[config.mk]
export PLATFORM = sky130hd
export DESIGN_NAME = wb_stage
export DESIGN_NICKNAME = d
export VERILOG_FILES = /design/src/rtl/wb_stage_pkg.sv /design/src/rtl/wb_stage_load_align.sv /design/src/rtl/wb_stage.sv
export SDC_FILE = /design/constraint.sdc
export NUM_CORES = 1
export LEC_CHECK = 0
export ABC_AREA = 1
export BUFFER_PORTS_ARGS = -buffer_cell sky130_fd_sc_hd__buf_4
export CAP_MARGIN = 10
export CORE_MARGIN = 4
export CORE_UTILIZATION = 30
export CTS_BUF_LIST = sky130_fd_sc_hd__clkbuf_8 sky130_fd_sc_hd__clkbuf_16
export DETAILED_ROUTE_END_ITERATION = 6
export MAX_ROUTING_LAYER = met4
export SYNTH_ARGS = -nofsm -noshare
export SYNTH_HDL_FRONTEND = slang
export SYNTH_SLANG_ARGS = --single-unit
export TNS_END_PERCENT = 1
[constraint.sdc]
create_clock -name clk -period 1.8 [get_ports clk]
set_input_delay 0.36 -clock clk [delete_from_list [all_inputs] [get_ports clk]]
set_output_delay 0.36 -clock clk [all_outputs]
set_load 0.1 [all_outputs]
[src/rtl/wb_stage_pkg.sv]
// Shared types for the writeback stage and its load-alignment helper.
package wb_stage_pkg;

    typedef enum logic [1:0] {
        ALU  = 2'd0,
        LOAD = 2'd1,
        PC4  = 2'd2,
        RSVD = 2'd3
    } rd_data_sel_t;

    typedef enum logic [1:0] {
        BYTE = 2'd0,
        HALF = 2'd1,
        WORD = 2'd2
    } data_width_t;

    typedef enum logic {
        RUN  = 1'b0,
        WAIT = 1'b1
    } wb_state_t;

endpackage

[src/rtl/wb_stage_load_align.sv]
// Extracts and extends a byte/half/word lane from a word-aligned read.
module wb_stage_load_align
    import wb_stage_pkg::*;
(
    input  logic [31:0] rdata_i,
    input  logic [1:0]  offset_i,
    input  logic [1:0]  width_i,
    input  logic        sign_extend_i,
    output logic [31:0] data_o
);

    logic [7:0]  b;
    logic [15:0] h;

    always_comb begin
        case (offset_i)
            2'd0:    b = rdata_i[7:0];
            2'd1:    b = rdata_i[15:8];
            2'd2:    b = rdata_i[23:16];
            default: b = rdata_i[31:24];
        endcase
        // Half-word bit 0 is ignored; misalignment never reaches here.
        h = offset_i[1] ? rdata_i[31:16] : rdata_i[15:0];
        data_o = rdata_i;
        unique case (1'b1)
            (width_i == BYTE): data_o = {{24{sign_extend_i & b[7]}}, b};
            (width_i == HALF): data_o = {{16{sign_extend_i & h[15]}}, h};
            default:           data_o = rdata_i;
        endcase
    end

endmodule

[src/rtl/wb_stage.sv]
// RV32E writeback: data select, load-response wait with timeout,
// register-file write, decode bypass register and instret counter.
module wb_stage
    import wb_stage_pkg::*;
#(
    parameter int unsigned TIMEOUT_CYCLES = 64,
    parameter int unsigned INSTRET_WIDTH  = 64
) (
    input  logic                     clk,
    input  logic                     rst_n,
    input  logic [31:0]              pc4_WB,
    input  logic [3:0]               rd_WB,
    input  logic [31:0]              alu_result_WB,
    input  logic                     regfile_we_WB,
    input  logic [1:0]               rd_data_sel_WB,
    input  logic                     lsu_sign_extend_WB,
    input  logic [1:0]               data_width_WB,
    input  logic                     invalid_WB,
    input  logic [31:0]              dmem_rdata,
    input  logic                     dmem_rvalid,
    output logic                     rf_we,
    output logic [3:0]               rf_waddr,
    output logic [31:0]              rf_wdata,
    output logic                     stall_WB,
    output logic                     fwd_valid,
    output logic [3:0]               fwd_rd,
    output logic [31:0]              fwd_data,
    output logic                     load_fault,
    output logic                     spurious_rvalid,
    output logic [INSTRET_WIDTH-1:0] instret
);

    localparam int unsigned CW = $clog2(TIMEOUT_CYCLES + 1);
    localparam logic [CW-1:0] CNT_MAX = CW'(TIMEOUT_CYCLES);

    wb_state_t state_q, state_d;
    logic [CW-1:0] cnt_q, cnt_d;
    logic spur_q, spur_d;
    logic fwd_valid_q;
    logic [3:0] fwd_rd_q;
    logic [31:0] fwd_data_q;
    logic [INSTRET_WIDTH-1:0] instret_q;

    logic [31:0] load_data;
    logic is_load;
    logic data_ready;

    wb_stage_load_align u_align (
        .rdata_i       (dmem_rdata),
        .offset_i      (alu_result_WB[1:0]),
        .width_i       (data_width_WB),
        .sign_extend_i (lsu_sign_extend_WB),
        .data_o        (load_data)
    );

    assign is_load    = !invalid_WB && (rd_data_sel_WB == LOAD);
    assign data_ready = is_load ? dmem_rvalid : 1'b1;

    always_comb begin
        rf_wdata = 32'd0;
        unique case (rd_data_sel_WB)
            ALU:     rf_wdata = alu_result_WB;
            LOAD:    rf_wdata = load_data;
            PC4:     rf_wdata = pc4_WB;
            default: rf_wdata = 32'd0;
        endcase
    end

    assign rf_we = regfile_we_WB && !invalid_WB && (rd_WB != 4'd0)
                && (rd_data_sel_WB != RSVD) && data_ready;
    assign rf_waddr = rd_WB;

    always_comb begin
        state_d    = state_q;
        cnt_d      = cnt_q;
        spur_d     = spur_q;
        stall_WB   = 1'b0;
        load_fault = 1'b0;
        unique case (state_q)
            RUN: begin
                if (is_load && !dmem_rvalid) begin
                    stall_WB = 1'b1;
                    state_d  = WAIT;
                    cnt_d    = CW'(1);
                end else if (!is_load && dmem_rvalid) begin
                    spur_d = 1'b1;
                end
            end
            WAIT: begin
                // A response on the timeout cycle still completes normally.
                if (dmem_rvalid) begin
                    state_d = RUN;
                    cnt_d   = '0;
                end else if (cnt_q == CNT_MAX) begin
                    load_fault = 1'b1;
                    state_d    = RUN;
                    cnt_d      = '0;
                end else begin
                    stall_WB = 1'b1;
                    cnt_d    = cnt_q + CW'(1);
                end
            end
            default: begin
                state_d = RUN;
                cnt_d   = '0;
            end
        endcase
    end

    always_ff @(posedge clk or negedge rst_n) begin
        if (!rst_n) begin
            state_q     <= RUN;
            cnt_q       <= '0;
            spur_q      <= 1'b0;
            fwd_valid_q <= 1'b0;
            fwd_rd_q    <= 4'd0;
            fwd_data_q  <= 32'd0;
            instret_q   <= '0;
        end else begin
            state_q     <= state_d;
            cnt_q       <= cnt_d;
            spur_q      <= spur_d;
            fwd_valid_q <= rf_we;
            if (rf_we) begin
                fwd_rd_q   <= rf_waddr;
                fwd_data_q <= rf_wdata;
            end
            if (!invalid_WB && !stall_WB) begin
                instret_q <= instret_q + INSTRET_WIDTH'(1);
            end
        end
    end

    assign fwd_valid       = fwd_valid_q;
    assign fwd_rd          = fwd_rd_q;
    assign fwd_data        = fwd_data_q;
    assign spurious_rvalid = spur_q;
    assign instret         = instret_q;

endmodule

==> results of run 1 <==
-- power by group --
part	leakage, uW	switching, uW	total [uW]	internal, uW
combinational	0.00431	3160	4350	1190
clock	0.000142	1060	2060	1010
sequential	0.00146	204	2920	2710
-- through the flow --
step	instance area, um^2	std cells	total power [uW]	utilization	TNS (ns)
after floorplan	7760	1229	5800	-	-22.29
after global placement	10800	1887	7030	0.431	-6.57
after detailed placement	10800	1887	7050	0.431	-8.17
after CTS	11600	1909	9360	0.462	-2.27
after global routing	11800	1909	9710	0.468	-5.03
final	11800	1909	9330	0.468	-2.09
-- cells by family after synthesis --
kind of cell    after synthesis  share of synthesized area
simple gates                878                      0.461
buf+inv                     129                     0.0715
flops                       110                      0.359
compound gates               73                     0.0627
xor+xnor                     36                     0.0411
fa+ha+maj                     3                    0.00489
-- sequential cells by signal (all words and copies together), names as in the netlist --
name / count
fwd_rd: 4
fwd_valid: 1
fwd_data: 32
spurious_rvalid: 1
cnt_q: 7
instret: 64
state_q: 1
-- critical path: stages (launching register included) --
cell and delay [ns]:
dfrtp_1 0.43, nor4_2 0.27, nand3_1 0.15, nor3_4 0.18, buf_12 0.20
-- cell type report --
cell class | instances | area, um^2 | share of cell area
Inverter | 91 | 344 | 0.0292
Sequential cell | 110 | 2770 | 0.235
Multi-Input combinational cell | 991 | 4640 | 0.394
Timing Repair Buffer | 371 | 3320 | 0.282
Tap cell | 330 | 413 | 0.0351
Clock inverter | 6 | 53.8 | 0.00457
Clock buffer | 10 | 239 | 0.0203
-- layer usage --
metal  GRT usage  vias up
met2       0.372      256
met4      0.0628        0
li1            -     4523
met3      0.0293       42
met1       0.296     4186
met5           -        -
-- layout by cell type, fill, tap and decap left out, types with 2 or more instances in the layout --
| master | instances |
|---|---|
| buf_12 | 39 |
| nor2_2 | 30 |
| inv_2 | 6 |
| nand2_2 | 35 |
| dfrtp_2 | 11 |
| buf_6 | 11 |
| buf_4 | 320 |
| o22ai_1 | 3 |
| clkinv_4 | 2 |
| o21ai_1 | 10 |
| dfrtp_1 | 99 |
| inv_1 | 84 |
| o211ai_1 | 8 |
| nor2_4 | 7 |
| nor3_4 | 2 |
| xnor2_1 | 22 |
| nand3_1 | 42 |
| nand4_1 | 20 |
| nand3_4 | 4 |
| xor2_1 | 14 |
| nand2_1 | 599 |
| nor2_1 | 118 |
| clkbuf_16 | 9 |
| inv_6 | 2 |
| or2_2 | 6 |
| ha_1 | 3 |
| nand3_2 | 13 |
| a21oi_1 | 11 |
| a22o_1 | 23 |
| o21ai_0 | 16 |
-- timing repair --
| action | 4_1_cts | 5_1_grt |
|---|---|---|
| hold buffers | 1 | 0 |
| pin swaps | 4 | 5 |
| cloned | 1 | 0 |
| endpoints found under the setup margin | 34 | 74 |
| setup buffers | 4 | 0 |
| hold endpoints to repair | 1 | 0 |
| resized for setup | 111 | 52 |
-- final timing paths --
kind | startpoint | to | slack, ns | depth (start not counted)
max | cnt_q[4] | load_fault | -0.16 | 4
min | rd_WB[1] | fwd_rd[1] | 0.22 | 3
max reg2reg | instret[27] | instret[57] | 0.08 | 9
min reg2reg | fwd_rd[1] | fwd_rd[1] | 0.48 | 2
max in group asynchronous | rst_n | instret[34] | 0.96 | 3
min in group asynchronous | rst_n | instret[53] | 0.52 | 3
==> flow_summary.ini, run 1 <==
[synth]
yosys_warnings = 0
synth_edf_count = 0
async_reset_ff_frac = 1.00
ys_types = 32
syn_nets = 1342
yosysMostFrequentCell = nand2_1
netlist_area_um2 = 7680
synth-seq-cells = 110
synth_top_area_frac = 0.359
synth_flop_cell = dfrtp_1
synth_area_leaders = dfrtp_1 36%, nand2_1 31%, nor2_1 7.0%
ys_seq_area_frac = 0.359
syn_avg_cell_area_um2 = 6.25
synth_top_area_cell = dfrtp_1
synth_cells = 1229
yosys-top-cells-count = 630 x nand2_1, 143 x nor2_1, 110 x dfrtp_1

[clock_tree]
cts_buffers = 9
clk_path_buf_depth = 2
h-tree-depth = 3
clk_pin_slew_ns = 0.08
cts_tree = done
clock-root-buffer = clkbuf_16
clock_sinks = 110
insertion_delay_ns = 0.36

[placement]
place_congestion = 0.967
port-buffer-count = 250
pre_cts_slack_ns = -0.240
hpwl_um = 25400

[routing]
met1_length_um = 14100
wl_per_cell_um = 16.6
routed.top_layer = met4
wl_met3_um = 1530
drc = 0
drt_iter0_markers = 597
routed_wl_um = 31700
num_vias = 9007
ant_nets = 0
drtPass1Iterations = 5
viasPerCell = 4.72
wl_met2_um = 15300

[timing]
post-route-min-period_ns = 1.96
worstMarginPinSlew_ns = 0.344
slew_violations = 0
grt_setup_unrepaired = yes
relSlewSlack = 0.771
setup_slack_ns = -0.159
hold_viol = 0
setup_viol = 30
max_freq_ghz = 0.511
fin_skew_ns = 0.0110
whs_ns = 0.216
fin_crit_sh = 1.09

[worst_setup_path]
crit_type = reg2out
end_kind = primary output
cp-start-kind = register
cp.arrival_ns = 1.60
required_ns = 1.44
critPathMaxFanout = 4

[cells_and_area]
nets = 1687
fill_cells = 2572
syn_to_final_growth_pct = 53.4
drive_above_1_share = 0.319
antennaDiodeCount = 0

[floorplanning]
core-area_um2 = 25200
die_y_um = 168
pin_count = 251
initial_core_util = 0.305
num_rows = 58
dieArea_um2 = 28200
die_w_um = 168

[global_routing]
grt_pass1_wl_um = 48900
grt_util_all_layers = 0.226
first_global_vias = 8724
grt_overflow = 0
antenna_found_initial = 0
grt_max_degree = 57

[pwr]
peakVddDrop_v = 0.000590
p_leak_uw = 0.00591
p_per_area_nw_per_um2 = 792

[outcome]
violations = setup timing
status = finished, violations left

[flow_run]
drv_cap = 0

[worst_hold_path]
hp-class = in2reg
(Power assumes the default switching activity.)
==> run 2: changes to the inputs <==
==> constraint.sdc (replaced) <==
create_clock -name clk -period 2 [get_ports clk]
set_input_delay 0.4 -clock clk [delete_from_list [all_inputs] [get_ports clk]]
set_output_delay 0.4 -clock clk [all_outputs]
set_load 0.1 [all_outputs]
==> flow_summary.ini, run 2 (same netlist as run 1, synthesis figures left out) <==
[pwr]
p_leak_uw = 0.00558
intPower_uw = 4320
p_per_area_nw_per_um2 = 738
p_sw_frac = 0.475
peakVddDrop_v = 0.000576
combPwrFrac = 0.466
power_frac_seq = 0.318
p_clk_frac = 0.217
switching_power_uw = 3910

[cells_and_area]
final_common_cell = nand2_1
syn_to_final_growth_pct = 45.5
antennaDiodeCount = 0
nets = 1639
postLayoutCoreUtil = 0.443
drive_above_1_share = 0.269
layout_common_cells = 607 x nand2_1, 281 x buf_4, 136 x nor2_1
largest_reg_flops = 64
finalInstanceArea_um2 = 11200

[outcome]
status = finished, violations left
violations = setup timing

[routing]
ant_nets = 0
wl_met3_um = 1670
drc = 0
drt_iter0_markers = 691
viasPerCell = 4.77
wl_per_cell_um = 16.8
routed.top_layer = met4
met1_length_um = 14200
routed_wl_um = 31200
num_vias = 8880
wl_met2_um = 14700
drtPass1Iterations = 5

[global_routing]
first_global_vias = 8402
antenna_found_initial = 0
grt_overflow = 0
grt_util_all_layers = 0.223
grt_pass1_wl_um = 48600
grt_max_degree = 75

[timing]
relSlewSlack = 0.532
tns_ns = -0.0419
post-route-min-period_ns = 2.03
fin_skew_ns = 0.0170
max_freq_ghz = 0.493
fin_crit_sh = 1.01
setup_slack_ns = -0.0267
worstMarginPinSlew_ns = 0.701
setup_viol = 2
hold_viol = 0
grt_setup_unrepaired = yes
slew_violations = 0

[clock_tree]
h-tree-depth = 3
clock-root-buffer = clkbuf_16
cts_tree = done
clk_path_buf_depth = 2
insertion_delay_ns = 0.36
cts_buffers = 9
ctsHoldBuffers = 0
clock_sinks = 110
clk_pin_slew_ns = 0.08

[worst_setup_path]
ff2ff_path_depth = 9
cp.arrival_ns = 1.63
critPathMaxFanout = 4
required_ns = 1.60
cp-start-kind = register
r2r-end = instret[63]
end_kind = primary output
crit_type = reg2out
reg2reg_slack_ns = 0.17
r2r-start = instret[2]
startpoint = cnt_q[4]

[placement]
port-buffer-count = 250
place_congestion = 0.949
hpwl_um = 24600
placed_area_um2 = 10400

[floorplanning]
num_rows = 58
initial_core_util = 0.305
core-area_um2 = 25200
die_w_um = 168
dieArea_um2 = 28200
pin_count = 251
die_y_um = 168

[worst_hold_path]
hp-class = in2async

[flow_run]
drv_cap = 0
-- run 2: changes by cell type in the layout (fill, tap and decap cells not counted), sizes merged --
cell         delta
buf            -47
clkinvlp        +1
dlygate4sd3     -1
inv             -1
-- run 2: metal layers --
metal,track usage,vias up
met3,0.0333,41
met1,0.304,4145
met2,0.352,270
met5,-,-
li1,-,4424
met4,0.0561,0
-- run 2: cell type report --
cell class	instances	area (um^2)
Fill cell	2640	14000
Multi-Input combinational cell	991	4530
Timing Repair Buffer	323	2850
Sequential cell	110	2760
Tap cell	330	413
Inverter	91	344
Clock buffer	10	239
Clock inverter	6	40.0
-- run 2: how the worst max path moves through the flow --
stage / end / slack [ns] / cells past startpoint
3_3_place_gp: rf_wdata[21] / -0.11 / 9
4_1_cts: stall_WB / -0.04 / 5
3_5_place_dp: rf_wdata[18] / -0.13 / 9
2_1_floorplan: rf_wdata[16] / -0.30 / 9
5_1_grt: stall_WB / -0.15 / 5
6_report: load_fault / -0.03 / 4
-- run 2: power by group through the flow --
stage                     combinational [uW]  sequential (uW)  clock, uW
after floorplan                         1140             4060          0
after global placement                  3620             2660          0
after detailed placement                3640             2660          0
after CTS                               3790             2620       1840
after global routing                    4010             2650       1940
final                                   3830             2620       1780
-- run 2: critical path, cell delays in order, from the launching register on --
cell and delay (ns):
dfrtp_1 0.42, nor4_2 0.27, nand3_1 0.17, nor3_4 0.20, buf_12 0.20
-- run 2: repair_timing --
action | 4_1_cts | 5_1_grt
gates resized for setup | 86 | 44
pin swaps | 4 | 7
setup buffers | 2 | 0
endpoints found under the setup margin | 32 | 36
cloned | 1 | 0
-- run 2: metrics by stage --
step | power, uW | std cells | worst slack, ns | hold slack, ns
2_1_floorplan | 5200 | 1229 | -0.301 | 0.104
3_3_place_gp | 6280 | 1842 | -0.106 | 0.453
3_5_place_dp | 6290 | 1842 | -0.129 | 0.458
4_1_cts | 8250 | 1861 | -0.0354 | 0.0670
5_1_grt | 8590 | 1861 | -0.154 | 0.0680
6_report | 8240 | 1861 | -0.0267 | 0.0334
